### src/rtl/sdram_pkg.sv
// Shared types and constants for the SDRAM controller arbiter.
// One-hot state encoding, command codes and the pin-bundle struct.
package sdram_pkg;

  localparam int ADDR_W = 11;
  localparam int BA_W   = 2;
  localparam int DATA_W = 32;
  localparam int DQM_W  = 4;

  localparam logic [3:0] CMD_NOP  = 4'b0111;
  localparam logic [3:0] CMD_PRE  = 4'b0010;
  localparam logic [3:0] CMD_AREF = 4'b0001;

  localparam int IDX_INIT  = 0;
  localparam int IDX_ARBIT = 1;
  localparam int IDX_AREF  = 2;
  localparam int IDX_WRITE = 3;
  localparam int IDX_READ  = 4;

  typedef enum logic [4:0] {
    ST_INIT  = 5'b00001,
    ST_ARBIT = 5'b00010,
    ST_AREF  = 5'b00100,
    ST_WRITE = 5'b01000,
    ST_READ  = 5'b10000
  } state_t;

  typedef struct packed {
    logic [3:0]        cmd;
    logic [ADDR_W-1:0] addr;
    logic [BA_W-1:0]   ba;
  } cmd_bus_t;

  // Grant counter must at least reach the timeout value
  function automatic int cnt_w(int n);
    return ($clog2(n + 1) > 10) ? $clog2(n + 1) : 10;
  endfunction

endpackage

### src/rtl/sdram_cmd_mux.sv
// Registered SDRAM pin mux: the client bundle selected by the
// current arbiter state appears on the pins one clock later.
module sdram_cmd_mux
  import sdram_pkg::*;
(
  input  logic              sclk,
  input  logic              srst_n,
  input  state_t            state,
  input  cmd_bus_t          init_bus,
  input  cmd_bus_t          aref_bus,
  input  cmd_bus_t          wr_bus,
  input  cmd_bus_t          rd_bus,
  input  logic [DATA_W-1:0] wr_data,
  input  logic              wr_oe_n,
  output logic [3:0]        sdram_cmd,
  output logic [ADDR_W-1:0] sdram_addr,
  output logic [BA_W-1:0]   sdram_ba,
  output logic [DATA_W-1:0] sdram_data,
  output logic              sdram_oe_n,
  output logic [DQM_W-1:0]  sdram_dqm
);

  cmd_bus_t nop_bus;

  assign nop_bus   = '{cmd: CMD_NOP, addr: '0, ba: '0};
  assign sdram_dqm = '0;

  always_ff @(posedge sclk) begin
    if (!srst_n) begin
      {sdram_cmd, sdram_addr, sdram_ba} <= nop_bus;
      sdram_data <= '0;
      sdram_oe_n <= 1'b1;
    end else begin
      sdram_data <= '0;
      sdram_oe_n <= 1'b1;
      unique case (1'b1)
        state[IDX_INIT]:
          {sdram_cmd, sdram_addr, sdram_ba} <= init_bus;
        state[IDX_AREF]:
          {sdram_cmd, sdram_addr, sdram_ba} <= aref_bus;
        state[IDX_WRITE]: begin
          {sdram_cmd, sdram_addr, sdram_ba} <= wr_bus;
          sdram_data <= wr_data;
          sdram_oe_n <= wr_oe_n;
        end
        state[IDX_READ]:
          {sdram_cmd, sdram_addr, sdram_ba} <= rd_bus;
        default:
          {sdram_cmd, sdram_addr, sdram_ba} <= nop_bus;
      endcase
    end
  end

endmodule

### src/rtl/sdram_arbit.sv
// SDRAM command-bus arbiter: init hold, then aref > write > read.
// Define SDRAM_ARB_RR_EN to alternate write/read when both pend.
module sdram_arbit
  import sdram_pkg::*;
#(
  parameter int TIMEOUT_CYC = 1023
) (
  input  logic              sclk,
  input  logic              srst_n,
  input  logic              init_end,
  input  logic [3:0]        init_cmd,
  input  logic [ADDR_W-1:0] init_addr,
  input  logic [BA_W-1:0]   init_ba,
  input  logic [3:0]        aref_cmd,
  input  logic [ADDR_W-1:0] aref_addr,
  input  logic [BA_W-1:0]   aref_ba,
  input  logic [3:0]        wr_cmd,
  input  logic [ADDR_W-1:0] wr_addr,
  input  logic [BA_W-1:0]   wr_ba,
  input  logic [3:0]        rd_cmd,
  input  logic [ADDR_W-1:0] rd_addr,
  input  logic [BA_W-1:0]   rd_ba,
  input  logic [DATA_W-1:0] wr_data,
  input  logic              wr_oe_n,
  input  logic              aref_req,
  input  logic              wr_req,
  input  logic              rd_req,
  input  logic              aref_done,
  input  logic              wr_done,
  input  logic              rd_done,
  output logic              aref_en,
  output logic              wr_en,
  output logic              rd_en,
  output logic              aref_ack,
  output logic [3:0]        sdram_cmd,
  output logic [ADDR_W-1:0] sdram_addr,
  output logic [BA_W-1:0]   sdram_ba,
  output logic [DATA_W-1:0] sdram_data,
  output logic              sdram_oe_n,
  output logic [DQM_W-1:0]  sdram_dqm,
  output logic              arb_err
);

  localparam int CNT_W = cnt_w(TIMEOUT_CYC);
  localparam logic [CNT_W-1:0] CNT_MAX = CNT_W'(TIMEOUT_CYC);

  state_t           state;
  state_t           nxt;
  logic [CNT_W-1:0] cnt;
  logic             in_grant;
  logic             timeout;
  logic             pick_rd;

  assign in_grant = state[IDX_AREF] | state[IDX_WRITE] |
                    state[IDX_READ];
  assign timeout  = in_grant && (cnt == CNT_MAX);
  assign arb_err  = timeout;
  assign aref_ack = aref_en;

`ifdef SDRAM_ARB_RR_EN
  logic last_wr;

  // Read wins a write/read tie only if write was served last
  assign pick_rd = rd_req & (~wr_req | last_wr);

  always_ff @(posedge sclk) begin
    if (!srst_n) begin
      last_wr <= 1'b0;
    end else if (state[IDX_ARBIT]) begin
      if (nxt == ST_WRITE) last_wr <= 1'b1;
      else if (nxt == ST_READ) last_wr <= 1'b0;
    end
  end
`else
  assign pick_rd = rd_req & ~wr_req;
`endif

  always_comb begin
    nxt = state;
    case (state)
      ST_INIT:
        if (init_end) nxt = ST_ARBIT;
      ST_ARBIT:
        if (aref_req)    nxt = ST_AREF;
        else if (pick_rd) nxt = ST_READ;
        else if (wr_req) nxt = ST_WRITE;
      ST_AREF:
        if (aref_done || timeout) nxt = ST_ARBIT;
      ST_WRITE:
        if (wr_done || timeout) nxt = ST_ARBIT;
      ST_READ:
        if (rd_done || timeout) nxt = ST_ARBIT;
      default:
        nxt = ST_INIT;
    endcase
  end

  always_ff @(posedge sclk) begin
    if (!srst_n) begin
      state   <= ST_INIT;
      aref_en <= 1'b0;
      wr_en   <= 1'b0;
      rd_en   <= 1'b0;
      cnt     <= '0;
    end else begin
      state   <= nxt;
      aref_en <= (nxt == ST_AREF);
      wr_en   <= (nxt == ST_WRITE);
      rd_en   <= (nxt == ST_READ);
      if (!in_grant)
        cnt <= '0;
      else if (cnt != CNT_MAX)
        cnt <= cnt + CNT_W'(1);
    end
  end

  sdram_cmd_mux u_mux (
    .sclk       (sclk),
    .srst_n     (srst_n),
    .state      (state),
    .init_bus   ({init_cmd, init_addr, init_ba}),
    .aref_bus   ({aref_cmd, aref_addr, aref_ba}),
    .wr_bus     ({wr_cmd, wr_addr, wr_ba}),
    .rd_bus     ({rd_cmd, rd_addr, rd_ba}),
    .wr_data    (wr_data),
    .wr_oe_n    (wr_oe_n),
    .sdram_cmd  (sdram_cmd),
    .sdram_addr (sdram_addr),
    .sdram_ba   (sdram_ba),
    .sdram_data (sdram_data),
    .sdram_oe_n (sdram_oe_n),
    .sdram_dqm  (sdram_dqm)
  );

endmodule

### config.mk
export PLATFORM = sky130hd
export DESIGN_NAME = sdram_arbit
export DESIGN_NICKNAME = d
export VERILOG_FILES = /design/src/rtl/sdram_pkg.sv /design/src/rtl/sdram_cmd_mux.sv /design/src/rtl/sdram_arbit.sv
export SDC_FILE = /design/constraint.sdc
export NUM_CORES = 1
export LEC_CHECK = 0
export ABC_CLOCK_PERIOD_IN_PS = 3500
export CORE_MARGIN = 1.5
export CORE_UTILIZATION = 27
export DETAILED_ROUTE_END_ITERATION = 8
export PLACE_DENSITY_LB_ADDON = 0.2
export REMOVE_ABC_BUFFERS = 1
export SLEW_MARGIN = 20
export SYNTH_ARGS = -nofsm -noshare
export SYNTH_HDL_FRONTEND = slang
export SYNTH_SLANG_ARGS = --single-unit
export TNS_END_PERCENT = 10
### constraint.sdc
create_clock -name sclk -period 3.5 [get_ports sclk]
set_input_delay 0.7 -clock sclk [delete_from_list [all_inputs] [get_ports sclk]]
set_output_delay 0.7 -clock sclk [all_outputs]
set_load 0.03 [all_outputs]
---- Word-level counts from Yosys, hierarchy flattened ----
Index checks and enable logic that the tools add are counted.
word-level totals
  output and inout port bits .............. 59
  input bits .............................. 110
  logic and storage cells ................. 42
  bits in registers ....................... 68
operators by class
  add/sub/neg operators ................... 1
  mux-type cells .......................... 11
  reductions and logical operators ........ 6
  bitwise gates (word level) .............. 4
  equality and inequality tests ........... 10
operators with widths
  operator                                                         number
  11-bit case mux with 4 select lines                              1
  5-bit 2-to-1 mux                                                 7
  5-bit case mux with 5 select lines                               1
  4-bit case mux with 4 select lines                               1
  10-bit by 1-bit adder with 10-bit output, second input constant  1
  10-bit == test, second input constant                            1
  5-bit by 3-bit == test with 1-bit output, second input constant  2
  5-bit by 4-bit == test with 1-bit output, second input constant  2
  5-bit == test, second input constant                             2
  10-bit != test, second input constant                            1
  2-bit case mux with 4 select lines                               1
  5-bit by 1-bit == test with 1-bit output, second input constant  1
  5-bit by 2-bit == test with 1-bit output, second input constant  1
  2-bit AND reduction                                              2
  1-bit logical OR                                                 3
  1-bit OR                                                         2
  1-bit AND                                                        1
  1-bit logical AND                                                1
  1-bit inverter                                                   1

---- Longest topological paths before layout ----
Gate-level depths: netlist of the first run.
  word-level depth ........................ 7
  depth in mapped cells ................... 6

---- By module ----
A second synthesis of the first run with hierarchy kept.
unflattened totals
  cell total of the unflattened synthesis .. 259
  area, all modules ....................... 2621.3 µm²
modules (own cells, without submodules)
  module         area an instance (µm²)  instances  cells an instance  sequential area each (µm²)
  sdram_cmd_mux  1695.4                  1          155                1001.0
  sdram_arbit    925.9                   1          104                360.3

---- Least setup slack after synthesis of the first run ----
Ideal clock, no wire load.
  path kind ............................... register to output
  start point ............................. reg cnt[5]
  end point ............................... out arb_err
  data required time ...................... 2.800 ns
  path buffers ............................ 0
  arrival ................................. 1.279 ns
  setup slack ............................. 1.521 ns
  cell stages (with the launch flop) ...... 4
  cells stage by stage .................... dfxtp_1 -> and4_4 -> nand2_2 -> nor3_2
between the ends
  word-level cells in the longest chain between the ends .. 2
ends and longest elaborated chain
  item                      RTL line            source
  start: declaration        sdram_arbit.sv:49   logic [CNT_W-1:0] cnt;
  start signal: assignment  sdram_arbit.sv:113  cnt <= cnt + CNT_W'(1);
  10-bit == test            sdram_arbit.sv:56   assign timeout = in_grant && (cnt == CNT_MAX);
  1-bit logical AND         sdram_arbit.sv:56
  end: declaration          sdram_arbit.sv:41   output logic arb_err
No other way between the ends.

---- Final worst setup path of the first run ----
  start point ............................. reg cnt[0]
  end point ............................... out arb_err
Same word-level chain as after synthesis.

==> impl_metrics.json, run 1 <==
{
  "yosysUniqueCellTypes": 42,
  "yosysWarnings": 0,
  "min_path_cells": 2,
  "final_cell_mix": "clkdlybuf4s50_1 (164), dfxtp_1 (67), a22oi_1 (34)",
  "cp-start-kind": "flop",
  "gp_congestion": 0.836,
  "finalNonFillerCells": 536,
  "period_needed_ns": 2.95,
  "min_from": "cnt[7]",
  "path_class": "flop to output pin",
  "numClockSinks": 68,
  "clk_pin_slew_ns": 0.08,
  "synth-seq-cells": 68,
  "grt_pass1_wl_um": 12500,
  "ctsResizeCount": 0,
  "synth_ff_type": "dfxtp_1",
  "num_vias": 2606,
  "drt-vias-per-instance": 4.86,
  "worst_pin_slew_ns": 0.977,
  "cap_viol_max_count": 0,
  "grt_pass1_vias": 2462,
  "root_buffer": "clkbuf_8",
  "clockBufferDepth": 2,
  "multiInputGateArea_um2": 1070,
  "finalWorstSetupSlack_ns": 0.548,
  "setup_viol": 0,
  "insertedDiodeCount": 0,
  "seq_area_frac_synth": 0.537,
  "layout_commonest_cell": "clkdlybuf4s50_1",
  "r2r_end": "wr_en",
  "syn_area_um2": 2530,
  "clock.fmax_mhz": 339,
  "overflow": 0,
  "min_path_type": "flop to flop",
  "cellLeakagePower_nw": 1.75,
  "io_pins": 169,
  "drt-total-wl_um": 8230,
  "crit_arrival_ns": 2.25,
  "post-route-period-util": 0.843,
  "nets": 531,
  "cp.required_ns": 2.80,
  "regArea_um2": 1360,
  "port_buffers": 164,
  "fin_tns_setup_ns": 0,
  "clkLatencyLatePin_ns": 0.33,
  "powerDensity_nw_per_um2": 399,
  "drtIter0Drc": 68,
  "grt_max_degree": 60,
  "cts_tree": "done",
  "antenna_left": 0,
  "max_slew_margin": 0.348,
  "cts_setup_buffers": 0,
  "end_kind": "output pin",
  "reg2reg_depth": 5,
  "die-area_um2": 9970,
  "grt_usage": 0.162,
  "syn_inst": 260,
  "synth_edf_count": 0,
  "syn2layout_area_growth_pct": 76.3,
  "fillers": 848,
  "start_util": 0.277,
  "die_w_um": 99.9,
  "final-max-slew-violation-count": 0,
  "skew_ns": 0.00839,
  "outcome": "finished clean",
  "ff2ff_setup_slack_ns": 1.47,
  "rsz0062_at_grt": "false",
  "num_rows": 35,
  "wire_per_inst_um": 15.4,
  "post-place-cells": 520,
  "dp_hpwl_um": 5860,
  "die_h_um": 99.9,
  "drc": 0,
  "holdPathEnd": "cnt[7]",
  "drive_gt1_frac": 0.0635,
  "first_pass_iters": 4,
  "core_um2": 9150,
  "antenna_found_initial": 0,
  "cts_buffers": 9,
  "hold_violations": 0,
  "ir_worst_vdd_mv": 0.190,
  "preCtsSetupSlack_ns": 0.937,
  "async_flop_share": 0,
  "avgSynthCellArea_um2": 9.74,
  "regToRegStartpoint": "state[0]",
  "htreeDepth": 3,
  "worstPathMaxFanout": 7,
  "cts_hold_buffers": 0
}
==> layout make-up <==
class	count	share of cell area
clock buffer	11	0.0339
inverter	2	0.00168
sequential	68	0.305
tap	111	0.0311
clock inverter	5	0.0132
multi-input combinational	170	0.239
timing repair buffer	169	0.376
==> metrics by stage <==
stage	utilization	hold WS (ns)	area (um2)	total power, W
floorplan	-	0.501	2440	0.000933
CTS	0.488	0.554	4470	0.00181
detailed placement	0.465	0.534	4260	0.00113
finish	0.488	0.549	4470	0.00178
global placement	0.465	0.521	4260	0.00113
global route	0.488	0.582	4470	0.00187
==> how the worst max path moves through the flow <==
stage	start	endpoint	slack, ns	depth (start not counted)
after CTS	cnt[0]	arb_err	0.54	4
after detailed placement	cnt[0]	arb_err	0.94	4
after global routing	cnt[0]	arb_err	0.42	4
final	cnt[0]	arb_err	0.55	4
after floorplan	state[3]	arb_err	0.98	2
after global placement	cnt[0]	arb_err	0.94	4
==> kinds of logic after synthesis <==
| kind of cell | synth area share |
|---|---|
| and+or+nand+nor | 0.199 |
| AOI/OAI and AO/OA | 0.183 |
| DFF | 0.537 |
| buffers and inverters | 0.0454 |
| xor gates and xnor gates | 0.0207 |
| muxes | 0.00790 |
| adders and majority gates | 0.00494 |
| other | 0.00148 |
==> sequential cells by signal, indices dropped and copies added (netlist names) <==
name and count:
u_mux.sdram_data 32, u_mux.sdram_addr 11, cnt 10, state 5
u_mux.sdram_cmd 4, u_mux.sdram_ba 2, aref_ack 1, rd_en 1
u_mux.sdram_oe_n 1, wr_en 1
==> worst max-delay path: stages (launching register included) <==
cell and delay, ns:
dfxtp_1 0.39, ha_1 0.25, nand4_1 0.16, nor3_2 0.35, clkdlybuf4s50_1 0.76
==> per-layer routing <==
| metal | GRT usage | vias up | routed length, um |
|---|---|---|---|
| li1 | - | 1266 | - |
| met1 | 0.194 | 1250 | 3650 |
| met2 | 0.278 | 84 | 4130 |
| met3 | 0.0362 | 6 | 352 |
| met4 | 0.0704 | 0 | 95 |
| met5 | 0 | - | 0 |
==> synth_stat cells, types with 2 or more instances <==
| cell type | number | share of area |
|---|---|---|
| a21oi_1 | 16 | 0.032 |
| buf_2 | 2 | 0.0040 |
| dfxtp_1 | 68 | 0.54 |
| buf_4 | 5 | 0.015 |
| nor2_1 | 17 | 0.025 |
| clkbuf_1 | 15 | 0.022 |
| inv_1 | 2 | 0.0030 |
| o21a_1 | 2 | 0.0059 |
| nor3_2 | 2 | 0.0079 |
| nand4_1 | 3 | 0.0074 |
| nand3b_1 | 2 | 0.0059 |
| a41oi_1 | 2 | 0.0069 |
| nand2_1 | 7 | 0.010 |
| and3_1 | 33 | 0.081 |
| xor2_1 | 5 | 0.017 |
| a22oi_1 | 34 | 0.10 |
| nor3_1 | 3 | 0.0059 |
| o21ai_0 | 7 | 0.014 |
| nand3_1 | 9 | 0.018 |
| nor4_1 | 2 | 0.0049 |
| mux2i_1 | 2 | 0.0079 |
| a21boi_0 | 2 | 0.0059 |
==> power by group <==
group / switching [W] / total, W / internal, W
clock: 0.000304 / 0.000673 / 0.000369
combinational: 0.000118 / 0.000289 / 0.000172
sequential: 0.0000233 / 0.000821 / 0.000798
total: 0.000445 / 0.00178 / 0.00134
Power figures use the tool's default switching activity.
==> run 2, diff against run 1 <==
--- a/config.mk
+++ b/config.mk
@@ -5,7 +5,7 @@
 export SDC_FILE = /design/constraint.sdc
 export NUM_CORES = 1
 export LEC_CHECK = 0
-export ABC_CLOCK_PERIOD_IN_PS = 3500
+export ABC_CLOCK_PERIOD_IN_PS = 2680
 export CORE_MARGIN = 1.5
 export CORE_UTILIZATION = 27
 export DETAILED_ROUTE_END_ITERATION = 8
==> constraint.sdc (replaced) <==
create_clock -name sclk -period 2.68 [get_ports sclk]
set_input_delay 0.536 -clock sclk [delete_from_list [all_inputs] [get_ports sclk]]
set_output_delay 0.536 -clock sclk [all_outputs]
set_load 0.03 [all_outputs]
==> run 2 against run 1 <==
  * Worst hold slack better by 0.0084 ns
  * Count of clock-buffer cells in the layout is 2 lower
  * Critical path type unchanged
  * Clock power is 16% higher
  * Global-route usage is 0.58 points lower
  * Sequential share of layout area is 0.22 points higher
  * Cell area is 0.70% lower
  * Critical endpoint unchanged
==> impl_metrics.json, run 2 (synthesis gave the netlist of run 1 again) <==
{
  "insertedDiodeCount": 0,
  "wire_per_inst_um": 15.1,
  "grt_max_degree": 36,
  "hold_violations": 0,
  "min_path_cells": 2,
  "r2r_end": "state[1]",
  "num_rows": 35,
  "root_buffer": "clkbuf_8",
  "end_kind": "output pin",
  "port_buffers": 164,
  "skew_ns": 0.00979,
  "final_cell_mix": "clkdlybuf4s50_1 (163), dfxtp_1 (67), a22oi_1 (34)",
  "largest_reg_flops": 32,
  "cp.required_ns": 2.14,
  "outcome": "finished clean",
  "p_seq_frac": 0.481,
  "overflow": 0,
  "clk_pin_slew_ns": 0.08,
  "cts_setup_buffers": 0,
  "p_int_w": 0.00161,
  "combPwrFrac": 0.168,
  "holdPathEnd": "cnt[8]",
  "start_util": 0.277,
  "min_from": "cnt[9]",
  "worstPathMaxFanout": 32,
  "power_w": 0.00223,
  "period_needed_ns": 2.35,
  "multiInputGateArea_um2": 1070,
  "nets": 531,
  "grt_pass1_vias": 2381,
  "first_pass_iters": 4,
  "path_depth": 3,
  "grt_pass1_wl_um": 12000,
  "grt_usage": 0.156,
  "largest-register": "u_mux.sdram_data",
  "worst_pin_slew_ns": 0.915,
  "setup_viol": 0,
  "htreeDepth": 3,
  "ff2ff_setup_slack_ns": 0.70,
  "die_w_um": 99.9,
  "drt-total-wl_um": 8070,
  "layout_commonest_cell": "clkdlybuf4s50_1",
  "ir_worst_vdd_mv": 0.246,
  "syn2layout_area_growth_pct": 75.1,
  "cellLeakagePower_nw": 1.73,
  "drtIter0Drc": 81,
  "numClockSinks": 68,
  "io_pins": 169,
  "powerDensity_nw_per_um2": 502,
  "fin_tns_setup_ns": 0,
  "cts_buffers": 9,
  "path_class": "flop to output pin",
  "final-max-slew-violation-count": 0,
  "hold_slack_ns": 0.558,
  "max_slew_margin": 0.389,
  "post-route-period-util": 0.876,
  "swShare": 0.275,
  "crit_buf_inv": 1,
  "rsz0062_at_grt": "false",
  "die_h_um": 99.9,
  "cp-start-kind": "flop",
  "antenna_found_initial": 0,
  "regArea_um2": 1360,
  "drive_gt1_frac": 0.0659,
  "crit_arrival_ns": 1.81,
  "min_path_type": "flop to flop",
  "fillers": 867,
  "drt-vias-per-instance": 4.78,
  "cts_hold_buffers": 0,
  "clock.fmax_mhz": 426,
  "ctsResizeCount": 0,
  "die-area_um2": 9970,
  "p_switching_w": 0.000613,
  "cts_tree": "done",
  "reg2reg_depth": 5,
  "clkLatencyLatePin_ns": 0.34,
  "max_stage_delay_ns": 0.67,
  "cap_viol_max_count": 0,
  "gp_congestion": 0.855,
  "drc": 0,
  "regToRegStartpoint": "state[0]",
  "core_um2": 9150,
  "antenna_left": 0,
  "clockBufferDepth": 2,
  "critPathTopFamily": "flip-flops",
  "crit_slowest_cell": "dfxtp_2",
  "crit_chain": "nor3_1, nor3_2, buf_4",
  "num_vias": 2564,
  "dp_hpwl_um": 6030,
  "clkPwrFrac": 0.350
}
run 2: per-layer routing:
metal / vias up / part of all wire / GRT usage
li1: 1268 / - / -
met2: 91 / 0.52 / 0.278
met4: 0 / 0.0092 / 0.0488
met1: 1199 / 0.41 / 0.183
met3: 6 / 0.056 / 0.0404
met5: - / 0 / 0
run 2: cell type report:
| cell class | count | share of cell area |
|---|---|---|
| flip-flops and latches | 68 | 0.307 |
| repair buffers | 169 | 0.378 |
| clock buffers | 9 | 0.0279 |
| clock inverters | 7 | 0.0130 |
| inverters | 2 | 0.00169 |
| multi-input cells | 170 | 0.241 |
| well taps | 111 | 0.0313 |
run 2: how the worst max path moves through the flow:
stage / startpoint / to / slack [ns]
2_1_floorplan: state[3] / arb_err / 0.32
3_3_place_gp: state[3] / arb_err / 0.68
3_5_place_dp: state[3] / arb_err / 0.69
4_1_cts: state[3] / arb_err / 0.30
5_1_grt: state[3] / arb_err / 0.12
6_report: state[3] / arb_err / 0.33
run 2: worst register-to-register path, stage by stage, from the launching register on:
cell and delay [ns]:
dfxtp_1 0.93, o21ai_0 0.20, o211ai_1 0.15, a21oi_1 0.09, o21ai_0 0.39, a41oi_1 0.08
run 2: per-stage QoR:
step | instances | setup WS [ns] | instance area, um2 | util
after floorplan | 240 | 0.323 | 2440 | -
after global placement | 520 | 0.685 | 4250 | 0.465
after detailed placement | 520 | 0.686 | 4250 | 0.465
after CTS | 536 | 0.295 | 4440 | 0.485
after global routing | 536 | 0.119 | 4440 | 0.485
final | 536 | 0.334 | 4440 | 0.485
run 2: power by group through the flow:
stage          sequential [W]  clock [W]  combinational (W)
2_1_floorplan         0.00115          0          0.0000735
3_3_place_gp          0.00109          0           0.000377
3_5_place_dp          0.00110          0           0.000377
4_1_cts               0.00107   0.000813           0.000379
5_1_grt               0.00108   0.000859           0.000400
6_report              0.00107   0.000781           0.000375
==> run 3, diff against run 2 <==
--- a/config.mk
+++ b/config.mk
@@ -10,6 +10,7 @@
 export CORE_UTILIZATION = 27
 export DETAILED_ROUTE_END_ITERATION = 8
 export PLACE_DENSITY_LB_ADDON = 0.2
+export RECOVER_POWER = 25
 export REMOVE_ABC_BUFFERS = 1
 export SLEW_MARGIN = 20
 export SYNTH_ARGS = -nofsm -noshare
==> run 3 against run 2 <==
  * Utilization hardly changed
  * Total power hardly changed
  * Register-to-register slack hardly changed
  * Combinational power hardly changed
  * Via count hardly changed
  * Routed wire length hardly changed
  * Maximum frequency is 0.23% lower
  * Flip-flop and latch count stayed put
==> impl_metrics.json, run 3 (synthesis gave the netlist of run 1 again) <==
{
  "outcome": "finished clean",
  "min_from": "cnt[9]",
  "cts_tree": "done",
  "hold_violations": 0,
  "numClockSinks": 68,
  "grt_usage": 0.156,
  "path_class": "flop to output pin",
  "gp_congestion": 0.855,
  "min_path_cells": 2,
  "crit_slowest_cell": "dfxtp_2",
  "p_switching_w": 0.000613,
  "preCtsSetupSlack_ns": 0.686,
  "cellLeakagePower_nw": 1.73,
  "finalNonFillerCells": 536,
  "overflow": 0,
  "drt-total-wl_um": 8070,
  "drc": 0,
  "powerDensity_nw_per_um2": 502,
  "skew_ns": 0.0104,
  "num_vias": 2563,
  "wire_per_inst_um": 15.1,
  "antenna_found_initial": 0,
  "combPwrFrac": 0.168,
  "post-route-period-util": 0.878,
  "clock.fmax_mhz": 425,
  "p_int_w": 0.00161,
  "setup_viol": 0,
  "core_um2": 9150,
  "die_w_um": 99.9,
  "fillers": 867,
  "grt_pass1_vias": 2381,
  "ff2ff_setup_slack_ns": 0.69,
  "syn2layout_area_growth_pct": 74.9,
  "final_cell_mix": "clkdlybuf4s50_1 (162), dfxtp_1 (67), a22oi_1 (34)",
  "cts_buffers": 9,
  "cap_viol_max_count": 0,
  "end_kind": "output pin",
  "dp_hpwl_um": 6030,
  "r2r_end": "state[1]",
  "worstPathMaxFanout": 32,
  "die-area_um2": 9970,
  "cts_setup_buffers": 0,
  "grt_pass1_wl_um": 12000,
  "num_rows": 35,
  "drive_gt1_frac": 0.0635,
  "power_w": 0.00223,
  "crit_arrival_ns": 1.82,
  "htreeDepth": 3,
  "fin_tns_setup_ns": 0,
  "clkPwrFrac": 0.351,
  "max_stage_delay_ns": 0.67,
  "die_h_um": 99.9,
  "drtIter0Drc": 85,
  "hold_slack_ns": 0.558,
  "max_slew_margin": 0.207,
  "regToRegStartpoint": "state[0]",
  "start_util": 0.277,
  "crit_chain": "nor3_1, nor3_2, buf_4",
  "cp-start-kind": "flop",
  "ctsResizeCount": 0,
  "clkLatencyLatePin_ns": 0.34,
  "swShare": 0.276,
  "cts_hold_buffers": 0,
  "largest_reg_flops": 32,
  "io_pins": 169,
  "reg2reg_depth": 5,
  "period_needed_ns": 2.35,
  "holdPathEnd": "cnt[8]",
  "first_pass_iters": 4,
  "finalWorstSetupSlack_ns": 0.328,
  "clk_pin_slew_ns": 0.09,
  "antenna_left": 0,
  "root_buffer": "clkbuf_8",
  "clockBufferDepth": 2,
  "min_path_type": "flop to flop",
  "nets": 531,
  "layout_commonest_cell": "clkdlybuf4s50_1",
  "worst_pin_slew_ns": 1.19,
  "final-max-slew-violation-count": 0,
  "p_seq_frac": 0.481,
  "cp.required_ns": 2.14,
  "drt-vias-per-instance": 4.78,
  "grt_max_degree": 36,
  "rsz0062_at_grt": "false",
  "insertedDiodeCount": 0,
  "port_buffers": 164,
  "ir_worst_vdd_mv": 0.246,
  "largest-register": "u_mux.sdram_data",
  "post-place-cells": 520
}
[run 3: layer usage]
metal	global-route usage	part of all wire	routed length, um	vias to the layer above
met4	0.0488	0.0092	74	0
met3	0.0404	0.055	445	6
met1	0.183	0.41	3330	1199
met2	0.278	0.52	4220	90
li1	-	-	-	1268
met5	0	0	0	-
[run 3: layout make-up]
cell class | instances | area (um2) | area share
inverters | 2 | 7.51 | 0.00169
clock inverters | 7 | 57.6 | 0.0130
multi-input cells | 170 | 1070 | 0.241
well taps | 111 | 139 | 0.0313
clock buffers | 9 | 124 | 0.0280
flip-flops and latches | 68 | 1360 | 0.307
repair buffers | 169 | 1670 | 0.377
[run 3: worst max path at each step]
stage              from  cells after the start  slack [ns]  endpoint
3_3_place_gp   state[3]                      3        0.68   arb_err
6_report       state[3]                      3        0.33   arb_err
4_1_cts        state[3]                      3        0.30   arb_err
5_1_grt        state[3]                      3        0.12   arb_err
2_1_floorplan  state[3]                      2        0.32   arb_err
3_5_place_dp   state[3]                      3        0.69   arb_err
[run 3: metrics by stage]
stage | cell area, um2 | utilization
floorplan | 2440 | -
global placement | 4250 | 0.465
detailed placement | 4250 | 0.465
CTS | 4440 | 0.485
global route | 4430 | 0.484
finish | 4430 | 0.484
[run 3: power by group through the flow]
| stage | clock network, W | registers [W] | logic (W) |
|---|---|---|---|
| finish | 0.000781 | 0.00107 | 0.000374 |
| global placement | 0 | 0.00109 | 0.000377 |
| floorplan | 0 | 0.00115 | 0.0000735 |
| detailed placement | 0 | 0.00110 | 0.000377 |
| global route | 0.000859 | 0.00108 | 0.000399 |
| CTS | 0.000813 | 0.00107 | 0.000379 |
[run 3: critical path, delay by kind of cell (launching register included)]
kind	cells	cell delay (ns)
buf+inv	1	0.24
flops	1	0.67
simple gates	2	0.56
